## src/rtl/cnn_layer_accel_stream_loader_pkg.sv

```systemverilog
// ---------------------------------------------------------------------------
// cnn_layer_accel_stream_loader_pkg
// Shared definitions for the stream loader and its sequence generator:
//   - flag bit offsets inside a sequence word. A word is
//     {S, RM, RST, P, seq[C_SEQ_FIELD_WIDTH-1:0]}. Because the seq field
//     width is a module parameter, the flag offsets are counted from the
//     bit just above the seq field.
//   - number of words per group
//   - loader FSM state encoding
// ---------------------------------------------------------------------------
package cnn_layer_accel_stream_loader_pkg;

    localparam int GROUP_SIZE = 5;

    localparam int FLAG_WIDTH = 4;
    localparam int FLAG_P     = 0;
    localparam int FLAG_RST   = 1;
    localparam int FLAG_RM    = 2;
    localparam int FLAG_S     = 3;

    typedef enum logic [2:0] {
        ST_IDLE,
        ST_SEQ,
        ST_GAP,
        ST_PIX,
        ST_DONE
    } loader_state_t;

    function automatic logic [FLAG_WIDTH-1:0] make_flags(input logic s,
                                                         input logic rm,
                                                         input logic rst,
                                                         input logic p);
        logic [FLAG_WIDTH-1:0] f;
        f           = '0;
        f[FLAG_S]   = s;
        f[FLAG_RM]  = rm;
        f[FLAG_RST] = rst;
        f[FLAG_P]   = p;
        return f;
    endfunction

endpackage

```

## src/rtl/cnn_layer_accel_stream_loader_seq_gen.sv

```systemverilog
// ---------------------------------------------------------------------------
// cnn_layer_accel_seq_gen
// Generates the sequence table one word at a time.
// Keeps one seq-field register per word position within a group. Each
// register always holds the value for the group that is currently being
// emitted at that position. A group counter and its parity bit drive the
// flag bits and the zero fill after the last content group.
// Ports:
//   clk, rst_n       clock, asynchronous active-low reset
//   init             load group-0 values and latch the column/kernel config
//   advance          current word was accepted; step to the next word
//   num_cols_cfg     columns minus 1
//   kernel_size_cfg  kernel size K
//   word             current sequence word {S,RM,RST,P,seq}
//   last_word        current word is the final word of the table
// ---------------------------------------------------------------------------
module cnn_layer_accel_seq_gen
    import cnn_layer_accel_stream_loader_pkg::*;
#(
    parameter int C_SEQ_FIELD_WIDTH = 10,
    parameter int C_BANK_OFFSET     = 512,
    parameter int C_DIM_WIDTH       = 10
) (
    input  logic                                    clk,
    input  logic                                    rst_n,
    input  logic                                    init,
    input  logic                                    advance,
    input  logic [C_DIM_WIDTH-1:0]                  num_cols_cfg,
    input  logic [C_DIM_WIDTH-1:0]                  kernel_size_cfg,
    output logic [C_SEQ_FIELD_WIDTH+FLAG_WIDTH-1:0] word,
    output logic                                    last_word
);

    localparam int SW = C_SEQ_FIELD_WIDTH;
    localparam logic [SW-1:0] OFF      = SW'(C_BANK_OFFSET);
    localparam logic [2:0]    LAST_POS = 3'(GROUP_SIZE - 1);

    logic [SW-1:0]          seq_reg [GROUP_SIZE];
    logic [2:0]             pos;
    logic [C_DIM_WIDTH:0]   grp;
    logic [C_DIM_WIDTH:0]   last_grp;
    logic [C_DIM_WIDTH-1:0] last_col;
    logic                   grp_odd;
    logic [SW-1:0]          step;
    logic [FLAG_WIDTH-1:0]  flags;

    // Position 1 adds 2 only when entering an even group, i.e. when the
    // group being left is odd. Every other position adds 1 per group.
    always_comb begin
        step = SW'(1);
        if (pos == 3'd1) begin
            step = grp_odd ? SW'(2) : '0;
        end
    end

    always_ff @(posedge clk or negedge rst_n) begin
        if (!rst_n) begin
            for (int i = 0; i < GROUP_SIZE; i++) begin
                seq_reg[i] <= '0;
            end
            pos      <= '0;
            grp      <= '0;
            grp_odd  <= 1'b0;
            last_grp <= '0;
            last_col <= '0;
        end else if (init) begin
            seq_reg[0] <= '0;
            seq_reg[1] <= SW'(2);
            seq_reg[2] <= OFF;
            seq_reg[3] <= OFF + SW'(1);
            seq_reg[4] <= OFF + SW'(2);
            pos        <= '0;
            grp        <= '0;
            grp_odd    <= 1'b0;
            // Content groups are 0..cols-K. The config is already known to
            // satisfy K <= cols, so this cannot underflow.
            last_grp   <= {1'b0, num_cols_cfg} + (C_DIM_WIDTH+1)'(1)
                          - {1'b0, kernel_size_cfg};
            last_col   <= num_cols_cfg;
        end else if (advance) begin
            seq_reg[pos] <= seq_reg[pos] + step;
            if (pos == LAST_POS) begin
                pos     <= '0;
                grp     <= grp + (C_DIM_WIDTH+1)'(1);
                grp_odd <= ~grp_odd;
            end else begin
                pos <= pos + 3'd1;
            end
        end
    end

    // Word 0 carries P = (g-1)%2, which is also 1 for group 0, so ~grp_odd
    // covers every group.
    always_comb begin
        flags = '0;
        case (pos)
            3'd0:    flags = make_flags(grp != '0, 1'b0, 1'b1, ~grp_odd);
            3'd1:    flags = make_flags(1'b0, 1'b0, 1'b0, grp_odd);
            3'd2:    flags = make_flags(grp == '0, 1'b0, 1'b0, 1'b0);
            3'd4:    flags = make_flags(1'b0, 1'b1, 1'b0, 1'b0);
            default: flags = '0;
        endcase
        word      = (grp > last_grp) ? '0 : {flags, seq_reg[pos]};
        last_word = (pos == LAST_POS) && (grp == {1'b0, last_col});
    end

endmodule

```

## src/rtl/cnn_layer_accel_stream_loader.sv

```systemverilog
// ---------------------------------------------------------------------------
// cnn_layer_accel_stream_loader
// Drives the accelerator's shared datain port. After a start pulse it streams
// the generated sequence table with seq_datain_tag set, inserts one idle
// cycle, and then passes the upstream pixel stream through with
// pixel_datain_tag set until rows*cols pixels have transferred.
// Ports:
//   clk, rst_n                         clock, asynchronous active-low reset
//   start                              begin a load (ignored while busy)
//   num_rows_cfg, num_cols_cfg         rows-1, cols-1
//   kernel_size_cfg                    kernel size K
//   pix_in, pix_in_valid, pix_in_rdy   upstream pixel stream
//   datain, datain_valid               to the accelerator
//   seq_datain_tag, pixel_datain_tag   word type markers
//   seq_datain_rdy, pixel_datain_rdy   accelerator ready per word type
//   busy, done                         load in progress / last pixel moved
//   cfg_err                            sticky bad-config flag
// ---------------------------------------------------------------------------
module cnn_layer_accel_stream_loader
    import cnn_layer_accel_stream_loader_pkg::*;
#(
    parameter int C_PIXEL_WIDTH     = 16,
    parameter int C_SEQ_FIELD_WIDTH = 10,
    parameter int C_BANK_OFFSET     = 512,
    parameter int C_DATA_WIDTH      = 16,
    parameter int C_DIM_WIDTH       = 10
) (
    input  logic                     clk,
    input  logic                     rst_n,
    input  logic                     start,
    input  logic [C_DIM_WIDTH-1:0]   num_rows_cfg,
    input  logic [C_DIM_WIDTH-1:0]   num_cols_cfg,
    input  logic [C_DIM_WIDTH-1:0]   kernel_size_cfg,
    input  logic [C_PIXEL_WIDTH-1:0] pix_in,
    input  logic                     pix_in_valid,
    output logic                     pix_in_rdy,
    output logic [C_DATA_WIDTH-1:0]  datain,
    output logic                     datain_valid,
    output logic                     seq_datain_tag,
    output logic                     pixel_datain_tag,
    input  logic                     seq_datain_rdy,
    input  logic                     pixel_datain_rdy,
    output logic                     busy,
    output logic                     done,
    output logic                     cfg_err
);

    localparam int SEQ_WORD_WIDTH = C_SEQ_FIELD_WIDTH + FLAG_WIDTH;

    loader_state_t state, next_state;

    logic [C_DIM_WIDTH-1:0]    num_rows_q;
    logic [C_DIM_WIDTH-1:0]    num_cols_q;
    logic [C_DIM_WIDTH-1:0]    row_cnt;
    logic [C_DIM_WIDTH-1:0]    col_cnt;
    logic                      cfg_bad;
    logic                      accept_start;
    logic                      seq_xfer;
    logic                      seq_last;
    logic                      pix_xfer;
    logic                      pix_last;
    logic [SEQ_WORD_WIDTH-1:0] seq_word;

    // Compare in one extra bit so cols = 2^C_DIM_WIDTH is representable.
    assign cfg_bad = (kernel_size_cfg == '0) ||
                     ({1'b0, kernel_size_cfg} >
                      ({1'b0, num_cols_cfg} + (C_DIM_WIDTH+1)'(1)));

    assign accept_start = (state == ST_IDLE) && start && !cfg_bad;
    assign seq_xfer     = (state == ST_SEQ) && seq_datain_rdy;
    assign pix_xfer     = (state == ST_PIX) && pix_in_valid && pixel_datain_rdy;
    assign pix_last     = (row_cnt == num_rows_q) && (col_cnt == num_cols_q);

    cnn_layer_accel_seq_gen #(
        .C_SEQ_FIELD_WIDTH (C_SEQ_FIELD_WIDTH),
        .C_BANK_OFFSET     (C_BANK_OFFSET),
        .C_DIM_WIDTH       (C_DIM_WIDTH)
    ) u_seq_gen (
        .clk             (clk),
        .rst_n           (rst_n),
        .init            (accept_start),
        .advance         (seq_xfer),
        .num_cols_cfg    (num_cols_cfg),
        .kernel_size_cfg (kernel_size_cfg),
        .word            (seq_word),
        .last_word       (seq_last)
    );

    always_ff @(posedge clk or negedge rst_n) begin
        if (!rst_n) begin
            state <= ST_IDLE;
        end else begin
            state <= next_state;
        end
    end

    // cfg_err only reacts to a start seen in IDLE, so a start during a load
    // neither sets nor clears it.
    always_ff @(posedge clk or negedge rst_n) begin
        if (!rst_n) begin
            cfg_err    <= 1'b0;
            num_rows_q <= '0;
            num_cols_q <= '0;
            row_cnt    <= '0;
            col_cnt    <= '0;
        end else begin
            if ((state == ST_IDLE) && start) begin
                cfg_err <= cfg_bad;
            end
            if (accept_start) begin
                num_rows_q <= num_rows_cfg;
                num_cols_q <= num_cols_cfg;
                row_cnt    <= '0;
                col_cnt    <= '0;
            end else if (pix_xfer) begin
                if (col_cnt == num_cols_q) begin
                    col_cnt <= '0;
                    row_cnt <= row_cnt + C_DIM_WIDTH'(1);
                end else begin
                    col_cnt <= col_cnt + C_DIM_WIDTH'(1);
                end
            end
        end
    end

    always_comb begin
        next_state       = state;
        datain           = '0;
        datain_valid     = 1'b0;
        seq_datain_tag   = 1'b0;
        pixel_datain_tag = 1'b0;
        pix_in_rdy       = 1'b0;
        busy             = 1'b0;
        done             = 1'b0;
        case (state)
            ST_IDLE: begin
                if (accept_start) begin
                    next_state = ST_SEQ;
                end
            end
            ST_SEQ: begin
                busy                         = 1'b1;
                datain_valid                 = 1'b1;
                seq_datain_tag               = 1'b1;
                datain[SEQ_WORD_WIDTH-1:0]   = seq_word;
                if (seq_xfer && seq_last) begin
                    next_state = ST_GAP;
                end
            end
            ST_GAP: begin
                busy       = 1'b1;
                next_state = ST_PIX;
            end
            ST_PIX: begin
                busy                        = 1'b1;
                pixel_datain_tag            = 1'b1;
                datain[C_PIXEL_WIDTH-1:0]   = pix_in;
                datain_valid                = pix_in_valid;
                pix_in_rdy                  = pixel_datain_rdy;
                if (pix_xfer && pix_last) begin
                    next_state = ST_DONE;
                end
            end
            ST_DONE: begin
                busy       = 1'b1;
                done       = 1'b1;
                next_state = ST_IDLE;
            end
            default: next_state = ST_IDLE;
        endcase
    end

endmodule

```

## config.mk

```make
export PLATFORM = sky130hd
export DESIGN_NAME = cnn_layer_accel_stream_loader
export DESIGN_NICKNAME = d
export VERILOG_FILES = /design/src/rtl/cnn_layer_accel_stream_loader_pkg.sv /design/src/rtl/cnn_layer_accel_stream_loader_seq_gen.sv /design/src/rtl/cnn_layer_accel_stream_loader.sv
export SDC_FILE = /design/constraint.sdc
export NUM_CORES = 1
export LEC_CHECK = 0
export BUFFER_PORTS_ARGS = -buffer_cell sky130_fd_sc_hd__buf_2
export CORE_MARGIN = 5
export CORE_UTILIZATION = 50
export DETAILED_ROUTE_END_ITERATION = 10
export PLACE_DENSITY = 0.69
export SLEW_MARGIN = 15
export SYNTH_ARGS = -nofsm -noshare
export SYNTH_HDL_FRONTEND = slang
export SYNTH_HIERARCHICAL = 1
export SYNTH_SLANG_ARGS = --single-unit
```

## constraint.sdc

```tcl
create_clock -name clk -period 5.6 [get_ports clk]
set_clock_uncertainty 0.1 [all_clocks]
set_input_delay 0.28 -clock clk [delete_from_list [all_inputs] [get_ports clk]]
set_output_delay 0.28 -clock clk [all_outputs]
set_load 0.1 [all_outputs]
```

==> metrics <==
status=complete, no violations; most frequent cells in the layout=130 x dfrtp_1, 73 x buf_2, 54 x a22o_1, 51 x ha_1, 48 x nor2_1; setup bufs post-CTS=0; Seq/Total Area, Yosys=40.6%; initial antenna violation count=0; worst skew pair latency=420 ps; most common cell after layout, fill and taps aside=dfrtp_1; CTS tree=built; Row Count=46; crit-path max FO=14; Hold Crit Class=input port to flip-flop; clk sink count=130; I/O Buffers=74; total wire length=21.0 mm; via count=6645; Die W=137 um; CP arrival=3460 ps; Max-Cap Viols=0; die height=137 um; reg-to-reg endpoint=u_seq_gen/seq_reg[5]; routability cong.=0.914; CTS Hold Bufs=10; Seq cells post-synth=130; H-tree depth=4; synthesized cell area=8010 um^2; Design Power=4.88 mW; nets=976; cells after synthesis=786; final critical-path required period=3840 ps; CP Class=flip-flop to output pin; Fin Setup TNS=0 ps; pin count of the biggest net entering global routing=72; Vias per Instance=6.05; CP Capture Type=output pin; achievable frequency=260 MHz; syn avg cell area=10.2 um^2; slew margin rel.=35.3%; Antenna diodes=0; layout cells sized above 1=18.2%; die area=18700 um^2; Startpoint Class=flip-flop; vias in the first global route=6938; Initial Util=50.6%; FF-to-FF Start=u_seq_gen/pos[0]; Lkg Pwr=4.53 nW; Fill cells=1344; max reg flops=50; GRT overflow=0; initial drt markers=558; power per cell area=526 nW/um^2; reg-to-reg slack, setup=1940 ps; clock-pin slew on the worst setup and hold paths=60 ps; Hold Path End=num_rows_q[8]; drt wl/cell=19.1 um; DP HPWL=15.0 mm; clock tree buffer depth=2; gr usage total=23.8%; worst vdd ir=0.334 mV; final worst path period share=68.6%; Post-synth EDFFs=0; hold path start=num_rows_cfg[8]; Worst R2R Path Depth=10; Post-CTS Resized=0; WP data required=5220 ps; Final Hold Fails=0; Synth Net Count=891; drt pass-1 iters=5; count of different cell masters after synthesis=72; top_reg_cell synth=dfrtp_1; Yosys warnings=6; Worst-Margin Slew=971 ps; clock buffer count from CTS=17; floorplan core area=15800 um^2; final count of pins violating max slew=0; first-pass GRT wire length=35.0 mm; DRC=0; final setup violating endpoints=0; area added between synthesis and finish=15.9%; asr flop ratio synth=100%; number of top-level pins=75; Antenna Nets Post-Route=0; RSZ-0062 raised after global routing=false; clock root buffer=clkbuf_16; hold path depth=2
==> power by group <==
| part | switching (mW) | total [mW] | internal (mW) |
|---|---|---|---|
| Combinational | 1.63 | 2.39 | 0.752 |
| Clock | 0.427 | 1.05 | 0.620 |
| Sequential | 0.229 | 1.45 | 1.22 |
| Total | 2.29 | 4.88 | 2.59 |
==> metal layers <==
layer / routed length (um) / share of wire [%] / GRT usage (%) / vias to the layer above
met2: 10300 / 49 / 39.6 / 239
met1: 9010 / 43 / 29.6 / 3270
met4: 661 / 3.1 / 11.4 / 0
met5: 0 / 0 / 0 / -
met3: 1030 / 4.9 / 4.78 / 72
li1: - / - / - / 3064
==> layout make-up <==
type | instances | area, um^2 | area share, %
Multi-Input combinational cell | 574 | 4420 | 47.7
Sequential cell | 130 | 3250 | 35.0
Timing Repair Buffer | 102 | 608 | 6.55
Clock buffer | 19 | 443 | 4.77
Tap cell | 216 | 270 | 2.91
Inverter | 46 | 173 | 1.86
Clock inverter | 12 | 111 | 1.20
==> worst max path at each step <==
stage                           startpoint               endpoint  slack [ps]  cells past startpoint
after CTS                 u_seq_gen/grp[6]             datain[11]        1770                      8
final                     u_seq_gen/grp[6]             datain[13]        1760                      8
after detailed placement   num_cols_cfg[0]  u_seq_gen/last_col[1]        1530                     15
after floorplan            num_cols_cfg[0]  u_seq_gen/seq_reg[19]        1750                     18
after global routing      u_seq_gen/grp[6]             datain[11]        1650                      8
after global placement     num_cols_cfg[0]  u_seq_gen/last_col[0]        1580                     15
==> kinds of logic (layout without fill, tap and decap cells) <==
family	after synthesis	in the layout	synth area share, %
adders and majority gates	53	53	8.47
xor gates and xnor gates	63	63	6.89
buffers and inverters	82	179	4.25
AOI/OAI and AO/OA	189	189	17.5
and+or+nand+nor	217	217	14.7
muxes	52	52	7.58
DFF	130	130	40.6
==> Yosys cell counts, types with 4 or more instances <==
master / n / area [um^2]
a211oi_1: 4 / 30.0
a21o_1: 8 / 60.1
a21oi_1: 35 / 175
a21oi_2: 6 / 52.6
a22o_1: 54 / 473
a31oi_1: 7 / 43.8
a32o_1: 5 / 50.1
and2_1: 9 / 56.3
and3_1: 19 / 119
buf_2: 11 / 55.1
clkbuf_1: 18 / 67.6
dfrtp_1: 130 / 3250
ha_1: 51 / 638
inv_1: 44 / 165
mux2_1: 20 / 225
mux2_2: 15 / 169
mux2i_1: 13 / 130
nand2_1: 31 / 116
nand2b_1: 4 / 25.0
nand3_1: 23 / 115
nand3b_1: 7 / 52.6
nand4_1: 10 / 62.6
nor2_1: 48 / 180
nor2b_1: 5 / 31.3
nor3_1: 21 / 105
nor4_1: 14 / 87.6
o21ai_0: 20 / 100
o31ai_1: 12 / 90.1
or3_1: 5 / 31.3
or4_4: 6 / 67.6
xnor2_1: 21 / 184
xor2_1: 42 / 368
==> critical path, cell delays in order (launching register included) <==
cell       delay (ps)
dfrtp_1           500
ha_1              390
a211o_1           300
o2111ai_1         210
a21oi_1            80
o41a_1            560
nor3_1            380
a22o_1            190
buf_2             420
==> per-stage QoR <==
stage               utilization, %  hold WS (ps)  instance area (um^2)  worst slack (ps)  std cells
finish                        58.6          14.1                  9280              1760       1099
global route                  58.6          9.87                  9280              1650       1099
CTS                           58.6          5.82                  9280              1770       1099
detailed placement            54.5           368                  8630              1530       1058
global placement              54.5           361                  8630              1580       1058
floorplan                        -          -116                  8010              1750        786
Power figures use the tool's default switching activity.
